`src/rtl/cmp_result_accumulator.sv`:
```
// Frame accumulator for the 4-bit magnitude comparator: counts lg/eq/ls outcomes over
// a frame, records the first non-equal index, flags malformed results, hands back a summary.
module cmp_result_accumulator #(
  parameter int CNT_W = 8
) (
  input  logic             clk,
  input  logic             rst,
  input  logic             start,
  input  logic [CNT_W-1:0] frame_len,
  input  logic             in_valid,
  input  logic             lg,
  input  logic             eq,
  input  logic             ls,
  output logic             busy,
  output logic             done,
  input  logic             out_ack,
  output logic [CNT_W-1:0] cnt_lg,
  output logic [CNT_W-1:0] cnt_eq,
  output logic [CNT_W-1:0] cnt_ls,
  output logic [CNT_W-1:0] first_neq,
  output logic             neq_seen,
  output logic             err
);

  typedef enum logic [1:0] {S_IDLE, S_RUN, S_DONE} state_t;

  localparam logic [CNT_W-1:0] ONE = CNT_W'(1);

  state_t           r_state;
  state_t           w_next;
  logic [CNT_W-1:0] r_frame_len;
  logic [CNT_W-1:0] r_idx;
  logic             w_accept;
  logic             w_sample;
  logic             w_last;
  logic             w_oneHot;

  assign w_accept = (r_state == S_IDLE) && start;
  assign w_sample = (r_state == S_RUN) && in_valid;
  assign w_last   = w_sample && (r_idx == (r_frame_len - ONE));
  // Exactly one of three set: odd parity rules out 000/110, the AND term rules out 111.
  assign w_oneHot = (lg ^ eq ^ ls) && !(lg && eq && ls);

  always_comb begin
    w_next = r_state;
    case (r_state)
      S_IDLE:  if (start) w_next = (frame_len == '0) ? S_DONE : S_RUN;
      S_RUN:   if (w_last) w_next = S_DONE;
      S_DONE:  if (out_ack) w_next = S_IDLE;
      default: w_next = S_IDLE;
    endcase
  end

  // busy/done are registered from the next state so they line up with r_state.
  always_ff @(posedge clk or posedge rst) begin
    if (rst) begin
      r_state <= S_IDLE;
      busy    <= 1'b0;
      done    <= 1'b0;
    end else begin
      r_state <= w_next;
      busy    <= (w_next == S_RUN);
      done    <= (w_next == S_DONE);
    end
  end

  always_ff @(posedge clk or posedge rst) begin
    if (rst) begin
      r_frame_len <= '0;
      r_idx       <= '0;
      cnt_lg      <= '0;
      cnt_eq      <= '0;
      cnt_ls      <= '0;
      first_neq   <= '0;
      neq_seen    <= 1'b0;
      err         <= 1'b0;
    end else if (w_accept) begin
      r_frame_len <= frame_len;
      r_idx       <= '0;
      cnt_lg      <= '0;
      cnt_eq      <= '0;
      cnt_ls      <= '0;
      first_neq   <= '0;
      neq_seen    <= 1'b0;
      err         <= 1'b0;
    end else if (w_sample) begin
      r_idx <= r_idx + ONE;
      if (w_oneHot) begin
        if (lg) cnt_lg <= cnt_lg + ONE;
        if (eq) cnt_eq <= cnt_eq + ONE;
        if (ls) cnt_ls <= cnt_ls + ONE;
        if ((lg || ls) && !neq_seen) begin
          first_neq <= r_idx;
          neq_seen  <= 1'b1;
        end
      end else begin
        err <= 1'b1;
      end
    end
  end

endmodule

```
`config.mk`:
```
export PLATFORM = sky130hd
export DESIGN_NAME = cmp_result_accumulator
export DESIGN_NICKNAME = d
export VERILOG_FILES = /design/src/rtl/cmp_result_accumulator.sv
export SDC_FILE = /design/constraint.sdc
export NUM_CORES = 1
export LEC_CHECK = 0
export ABC_AREA = 1
export CORE_ASPECT_RATIO = 2
export CORE_MARGIN = 2
export CORE_UTILIZATION = 40
export DETAILED_ROUTE_END_ITERATION = 10
export DONT_BUFFER_PORTS = 1
export PLACE_DENSITY = 0.62
export SYNTH_ARGS = -nofsm -noshare
export SYNTH_HDL_FRONTEND = slang
export SYNTH_SLANG_ARGS = --single-unit
```
`constraint.sdc`:
```
create_clock -name clk -period 2.2 [get_ports clk]
set_clock_uncertainty 0.15 [all_clocks]
set_input_delay 0.66 -clock clk [delete_from_list [all_inputs] [get_ports clk]]
set_output_delay 0.66 -clock clk [all_outputs]
set_load 0.05 [all_outputs]
```
Word level (Yosys, flattened, before mapping):

Cells that the tools add are included.

* add/subtract/negate cells: 5
* equality and inequality tests: 6
* mux-type cells: 30
* bitwise gates (word level): 2
* reduce and logical (&&, ||, !) cells: 23

Operators with widths (count)
* $mux W8: 18
* $add A8 B1 Y8 const B: 4
* $reduce_and A3 Y1: 4
* $reduce_bool A2 Y1: 6
* $eq A8 B8 Y1: 1
* $logic_not A8 Y1: 1
* $mux W2: 4
* $sub A8 B1 Y8 const B: 1
* $logic_and A1 B1 Y1: 7
* $mux W1: 7
* $pmux W2 S3: 1
* $eq A2 B1 Y1 const B: 2
* $eq A2 B2 Y1 const B: 2
* $logic_not A1 Y1: 2
* $logic_not A2 Y1: 1
* $ne A2 B2 Y1 const B: 1
* $reduce_and A2 Y1: 1
* $xor A1 B1 Y1: 2
* $logic_or A1 B1 Y1: 1

* register bits: 54
* bits of input ports: 16
* output and inout port bits: 36

Logic depth before layout (Yosys ltp):

Gate-level depths: netlist of the first run.

* depth in word-level cells: 7
* depth in mapped cells: 13
* gate-level depth less buffers: 13

Worst setup path before layout of the first run:

OpenSTA, ideal clock, no wires.

* kind: input port to flip-flop
* start: input lg
* end: register cnt_lg[4]
* setup time: 126 ps
* arrival: 1681 ps
* required time: 1924 ps
* slack: 242 ps
* stages on the path: 10
* path through: ha_1 -> inv_1 -> nand2_1 -> nand2_2 -> nor2_8 -> nand2_2 -> nand2_2 -> nand2_1 -> o21ai_0 -> a21oi_1

* cells in the longest elaborated chain, start to end: 6
* elaborated cells between the ends (all ways): 9

RTL lines
* from (decl): line 11 `input logic lg,`
* $logic_and A1 B1 Y1 (2 in a row): line 42 `assign w_oneHot = (lg ^ eq ^ ls) && !(lg && eq && ls);`
* $logic_not A1 Y1: line 42
* $logic_and A1 B1 Y1: line 42
* $reduce_bool A2 Y1 (no source line)
* $reduce_and A3 Y1 (no source line) *
* to (signal assigned): line 89 `if (lg) cnt_lg <= cnt_lg + ONE;`
* to (decl): line 17 `output logic [CNT_W-1:0] cnt_lg,`

Mark *: on every way between the ends. The rest lies on a longest branch, timed or not.
A chain may end at the register's enable or synchronous reset.

Worst setup path after layout of the first run:

* start: register cnt_ls[5]
* end: output cnt_ls[5]

RTL lines
* from (decl): line 19 `output logic [CNT_W-1:0] cnt_ls,`
* from (signal assigned): line 91 `if (ls) cnt_ls <= cnt_ls + ONE;`

No word-level cell between the ends.

==> Flow_metrics.wiki, run 1 <==
{| class="wikitable"
! Metric !! Value
|-
| Synthesized area divided by synthesized cell count || 8.03 um^2
|-
| Register area || 0.00135 mm^2
|-
| Largest fanout on the critical path || 5
|-
| Power density over cell area || 1350 mW/mm^2
|-
| Number of buffers created by CTS || 5
|-
| Remaining DRCs || 0
|-
| Via count of the routed design || 2372
|-
| H-tree lvl count || 2
|-
| Total iterations of the first detailed-routing run || 4
|-
| Terminus of the critical flop-to-flop path || busy
|-
| Count of endpoints failing hold in the final timing report || 0
|-
| Die outline height || 124 um
|-
| Count of port buffers added during placement || 0
|-
| Final Critical Period || 1840 ps
|-
| Actual transition at the worst max-transition pin || 610 ps
|-
| Post-synthesis cell type count || 30
|-
| Share of the clock period used by the worst path after layout || 83.6%
|-
| Count of boundary I/O pins || 52
|-
| Post-Synthesis Net Count || 383
|-
| Routed vias/inst || 5.04
|-
| Gr usage total || 16.1%
|-
| CP arrival || 1030 ps
|-
| Clk Tree Root Cell || clkbuf_16
|-
| Worst endpoint required time || 1390 ps
|-
| Combinational share of power || 38.7%
|-
| Kind of start point of the critical path || flip-flop
|-
| Sequential Power Share || 43.2%
|-
| Multi-input logic area || 0.00133 mm^2
|-
| Overflow after GRT || 0
|-
| Commonest non-fill, non-tap cells in the layout || nand2_1, dfrtp_1, inv_1
|-
| CTS Hold Bufs || 0
|-
| Status || finished clean
|-
| Setup bufs post-CTS || 0
|-
| Total number of yosys warnings || 0
|-
| Number of placement rows || 44
|-
| Unrepaired setup endpoints after global routing || no
|-
| Clock share of power || 18.2%
|-
| Global placer's final weighted congestion || 0.854
|-
| Leakage Power || 1.58 nW
|-
| Register bit count reported by yosys || 54
|-
| Final worst setup slack || 360 ps
|-
| Final Slew Violations || 0
|-
| Worst-path clk slew || 70 ps
|-
| Clock latency on the worst-skew pair || 290 ps
|-
| Die Span X || 64.2 um
|-
| Top-area cell type share of the netlist area || 46.6%
|-
| Share of layout cells above drive strength 1 || 10.8%
|-
| Sequential share of the synthesized area || 46.6%
|-
| Clock tree from TritonCTS || built
|-
| Number of cells on the critical path || 0
|-
| Total core area || 0.00716 mm^2
|-
| Max Cap Viol || 0
|-
| Final count of negative-setup-slack endpoints || 0
|-
| Post-layout utilization of the core || 45.6%
|-
| Count of filler cells inserted in the layout || 709
|-
| Maximum clock path buffer count || 2
|-
| Crit Path Category || flip-flop to output pin
|-
| Final net count || 400
|-
| Beginning of the worst register-to-register path || r_frame_len[0]
|-
| Die outline area || 0.00799 mm^2
|-
| Number of clock sinks || 54
|-
| Power after layout || 4.42 mW
|-
| Switching portion of total power || 47.4%
|-
| Detailed router's first-iteration violation count || 185
|-
| Dominant cell type by area after synthesis || dfrtp_1
|-
| Post-synthesis cell area || 0.00290 mm^2
|-
| Leading cell type in the layout, fill and taps excluded || nand2_1
|-
| Setup tns final || 0 ps
|-
| Via count of the first global-routing pass || 2272
|-
| Post-cts sizing count || 0
|-
| Detailed-placement wirelength estimate || 4.58 mm
|-
| Max transition margin || 59.3%
|-
| Worst hold path class || primary input to asynchronous set/reset pin
|-
| Initial core utilization || 40.5%
|-
| Antenna violations before repair || 0
|-
| Worst setup path start || cnt_ls[5]
|-
| Number of standard cells after synthesis || 361
|-
| Post-route antenna net violation count || 0
|-
| Routed wire length per instance || 12.7 um
|-
| Synth-to-Final Area Change || 12.6%
|-
| Pre-CTS setup slack || 136 ps
|-
| Total detailed-routing wirelength || 5.98 mm
|-
| Internal power summed over all cells || 2.33 mW
|-
| Number of antenna diodes || 0
|-
| Worst reg-to-reg setup slack || 390 ps
|-
| Critical Path End Type || output pin
|-
| Maximum vdd ir drop || 0.584 mV
|-
| Net Sw Power || 2.10 mW
|-
| Fmax achieved || 543 MHz
|-
| Worst R2R Path Depth || 11
|-
| Top area cells in the synthesized netlist || dfrtp_1, nand2_1, inv_1
|-
| Global-route wire length before repair || 10.3 mm
|-
| Largest net degree at the start of global routing || 45
|}
## per-layer routing
metal | GRT usage, % | wire [um] | vias to the layer above
met5 | 0 | 0 | -
met4 | 5.88 | 96 | 0
met3 | 5.15 | 436 | 6
met2 | 25.7 | 2760 | 75
met1 | 20.2 | 2690 | 1097
li1 | - | - | 1194
## final cells by class
class | count | area share, %
clock buffer | 6 | 4.25
inverter | 49 | 5.63
sequential | 54 | 41.4
timing repair buffer | 16 | 4.06
clock inverter | 2 | 0.383
multi-input combinational | 252 | 40.8
tap | 92 | 3.52
## synthesized netlist by cell type (all sizes together)
master / instances
clkbuf: 1
buf: 5
o31ai: 9
o21ai: 34
or2: 2
nand3: 23
xnor2: 7
nand4: 8
and3: 1
nand2: 99
dfrtp: 54
ha: 6
xor2: 9
inv: 49
nor4: 1
a21boi: 2
o21a: 3
nor3: 6
a21oi: 12
nor2: 30
## kinds of logic after synthesis
group | Yosys count | share of synthesized area [%]
fa+ha+maj | 6 | 2.59
xor+xnor | 16 | 4.83
compound gates | 60 | 11.6
buf+inv | 55 | 7.51
flops | 54 | 46.6
simple gates | 170 | 26.9
## through the flow
step                      hold WS [ps]  cell area, um^2  std cells
after global routing              30.0             3270        471
after detailed placement           341             3110        463
final                             17.7             3270        471
after global placement             340             3110        463
after CTS                         20.9             3270        471
after floorplan                    323             2900        361
## power by group through the flow
stage	Clock [mW]	Sequential, mW	Combinational, mW
after global routing	0.864	1.96	1.94
after floorplan	0	2.17	1.03
after detailed placement	0	1.93	1.72
final	0.804	1.91	1.71
after CTS	0.829	1.91	1.73
after global placement	0	1.91	1.68
## how the worst max path moves through the flow
stage,end,slack (ps)
6_report,cnt_ls[5],360
5_1_grt,busy,180
4_1_cts,cnt_ls[5],350
3_5_place_dp,cnt_lg[4],140
3_3_place_gp,cnt_lg[4],190
2_1_floorplan,busy,80
## registers in the layout, summed over array words and instances (netlist names)
signal,count
cnt_ls,8
cnt_lg,8
r_frame_len,8
done,1
neq_seen,1
r_idx,8
first_neq,8
busy,1
err,1
r_state,2
cnt_eq,8
(Power assumes the default switching activity.)
==> run 2, diff against run 1 <==
==> constraint.sdc (replaced) <==
create_clock -name clk -period 1.7 [get_ports clk]
set_clock_uncertainty 0.15 [all_clocks]
set_input_delay 0.51 -clock clk [delete_from_list [all_inputs] [get_ports clk]]
set_output_delay 0.51 -clock clk [all_outputs]
set_load 0.05 [all_outputs]
==> Flow_metrics.wiki, run 2 (synthesized netlist as in run 1, its figures left out) <==
{| class="wikitable"
! Metric !! Value
|-
| Status || finished with violations
|-
| Violations in the final reports || negative hold slack, negative setup slack
|-
| Commonest non-fill, non-tap cells in the layout || nand2_1, dfrtp_1, inv_1
|-
| Leading cell type in the layout, fill and taps excluded || nand2_1
|-
| Antenna violations before repair || 0 (unchanged)
|-
| Die outline height || 124 um (unchanged)
|-
| Register area || 0.00135 mm^2 (+0.19%)
|-
| Kind of start point of the critical path || flip-flop
|-
| Detailed router's first-iteration violation count || 128 (-31%)
|-
| Worst hold path class || primary input to asynchronous set/reset pin
|-
| Worst hold-check slack || -0.147 ps (-17.9 ps)
|-
| Total detailed-routing wirelength || 6.41 mm (+7.2%)
|-
| Beginning of the worst register-to-register path || r_frame_len[1]
|-
| Internal power summed over all cells || 3.37 mW (+45%)
|-
| Total iterations of the first detailed-routing run || 4 (unchanged)
|-
| Final net count || 426 (+6.5%)
|-
| Crit Path Category || flip-flop to flip-flop
|-
| Total core area || 0.00716 mm^2 (unchanged)
|-
| Critical-path top delay cell || dfrtp_1
|-
| Final Slew Violations || 0 (unchanged)
|-
| Worst-path clk slew || 70 ps (about the same)
|-
| Routed wire length per instance || 12.9 um (+1.6%)
|-
| Final worst setup slack || -60.9 ps (-421 ps)
|-
| Count of filler cells inserted in the layout || 705 (-0.56%)
|-
| Detailed-placement wirelength estimate || 4.61 mm (+0.83%)
|-
| Actual transition at the worst max-transition pin || 556 ps (-54.6 ps)
|-
| Final count of negative-setup-slack endpoints || 4 (+4)
|-
| Net Sw Power || 2.91 mW (+39%)
|-
| Initial core utilization || 40.5% (unchanged)
|-
| Largest fanout on the critical path || 3 (-2)
|-
| Multi-input logic area || 0.00144 mm^2 (+8.2%)
|-
| Largest net degree at the start of global routing || 55 (+22%)
|-
| Worst endpoint required time || 1730 ps (+340 ps)
|-
| Count of endpoints failing hold in the final timing report || 1 (+1)
|-
| Ordered list of cells on the worst path || inv_2 > ha_4 > inv_2 > nand2_2 > nand2_1 > nand2_1 > nor2_1 > nand3_1 > nor2_2 > nand3_2 > nand3_2 > nand2_1
|-
| Clock tree from TritonCTS || built
|-
| Final standard cell count with taps included and fillers excluded || 497 (+5.5%)
|-
| Remaining DRCs || 0 (unchanged)
|-
| Unrepaired setup endpoints after global routing || yes
|-
| Worst reg-to-reg setup slack || -60 ps (-450 ps)
|-
| Count of boundary I/O pins || 52 (unchanged)
|-
| Post-placement cell count || 485 (+4.8%)
|-
| Number of clock sinks || 54 (unchanged)
|-
| Max Cap Viol || 0 (unchanged)
|-
| Routed vias/inst || 5.04 (about the same)
|-
| Count of port buffers added during placement || 0 (unchanged)
|-
| Biggest cell delay along the critical path || 390 ps
|-
| Post-route antenna net violation count || 0 (unchanged)
|-
| Terminus of the critical flop-to-flop path || r_state[0]
|-
| Power after layout || 6.28 mW (+42%)
|-
| Sequential Power Share || 38.3% (-4.9 points)
|-
| Global placer's final weighted congestion || 0.839 (-1.8%)
|-
| Via count of the first global-routing pass || 2467 (+8.6%)
|-
| Via count of the routed design || 2505 (+5.6%)
|-
| Number of placement rows || 44 (unchanged)
|-
| Clock share of power || 18.9% (+0.7 points)
|-
| Share of the clock period used by the worst path after layout || 104%
|-
| Clock latency on the worst-skew pair || 300 ps (about the same)
|-
| Global-route wire length before repair || 10.7 mm (+3.9%)
|-
| H-tree lvl count || 2 (unchanged)
|-
| Overflow after GRT || 0 (unchanged)
|-
| Clk Tree Root Cell || clkbuf_16
|-
| Number of antenna diodes || 0 (unchanged)
|-
| Share of layout cells above drive strength 1 || 23.0% (+12 points)
|-
| Post-layout utilization of the core || 50.4% (+4.8 points)
|-
| Combinational share of power || 42.9% (+4.2 points)
|-
| Total cell area at the placement stage || 0.00332 mm^2 (+6.5%)
|-
| Worst R2R Path Depth || 12 (+1)
|-
| Maximum vdd ir drop || 0.972 mV (+66%)
|-
| Crit-path most repeated cell || nand2_1
|-
| Leakage Power || 1.75 nW (+11%)
|-
| Switching portion of total power || 46.3% (-1.1 points)
|-
| Die Span X || 64.2 um (unchanged)
|-
| Pre-CTS setup slack || -172 ps (-308 ps)
|-
| Final Critical Period || 1760 ps
|-
| CP arrival || 1790 ps (+760 ps)
|-
| Critical Path End Type || flip-flop
|-
| Max transition margin || 62.9% (+3.6 points)
|-
| Power density over cell area || 1740 mW/mm^2 (+29%)
|-
| Maximum clock path buffer count || 2 (unchanged)
|-
| Number of buffers created by CTS || 5 (unchanged)
|-
| Die outline area || 0.00799 mm^2 (unchanged)
|-
| Synth-to-Final Area Change || 24.3%
|-
| Post-Layout Inst Area || 0.00361 mm^2 (+10%)
|-
| Setup tns final || -156 ps (-156 ps)
|-
| Gr usage total || 16.8% (+0.67 points)
|-
| Fmax achieved || 568 MHz
|}
[run 2: repair_timing]
action                     in CTS  in global routing
buffers inserted                1                  3
pin swaps                       5                  9
hold buffers                    0                  0
resized for setup               8                 27
setup endpoints to repair      11                 24
hold endpoints to repair        0                  0
[run 2: layout make-up]
cell class                 count  share of cell area (%)
multi-input combinational    252                    39.9
sequential                    54                    37.5
timing repair buffer          42                    9.19
inverter                      49                    5.34
clock buffer                   5                    3.47
tap                           92                    3.19
clock inverter                 3                    1.32
[run 2: routing by layer]
metal | up-vias | wire length [um] | track usage [%]
li1 | 1247 | - | -
met1 | 1180 | 2780 | 19.9
met2 | 70 | 3110 | 27.7
met3 | 8 | 390 | 4.97
met4 | 0 | 128 | 7.26
met5 | - | 0 | 0
[run 2: power groups by stage]
stage               logic, mW  registers, mW  clock network, mW
floorplan                1.35           2.80                  0
global placement         2.44           2.38                  0
detailed placement       2.49           2.40                  0
CTS                      2.58           2.39               1.22
global route             2.97           2.46               1.26
finish                   2.69           2.40               1.19
[run 2: worst max-delay path by stage]
stage	from	end
floorplan	eq	cnt_ls[3]
global placement	eq	cnt_ls[3]
detailed placement	eq	cnt_ls[3]
CTS	r_frame_len[1]	r_state[0]
global route	r_frame_len[1]	done
finish	r_frame_len[1]	r_state[0]
[run 2: critical path: cells and delay by family (launching register included)]
family | cells | cell delay, ps
adders and majority gates | 1 | 210
buffers and inverters | 2 | 140
DFF | 1 | 390
and+or+nand+nor | 9 | 770
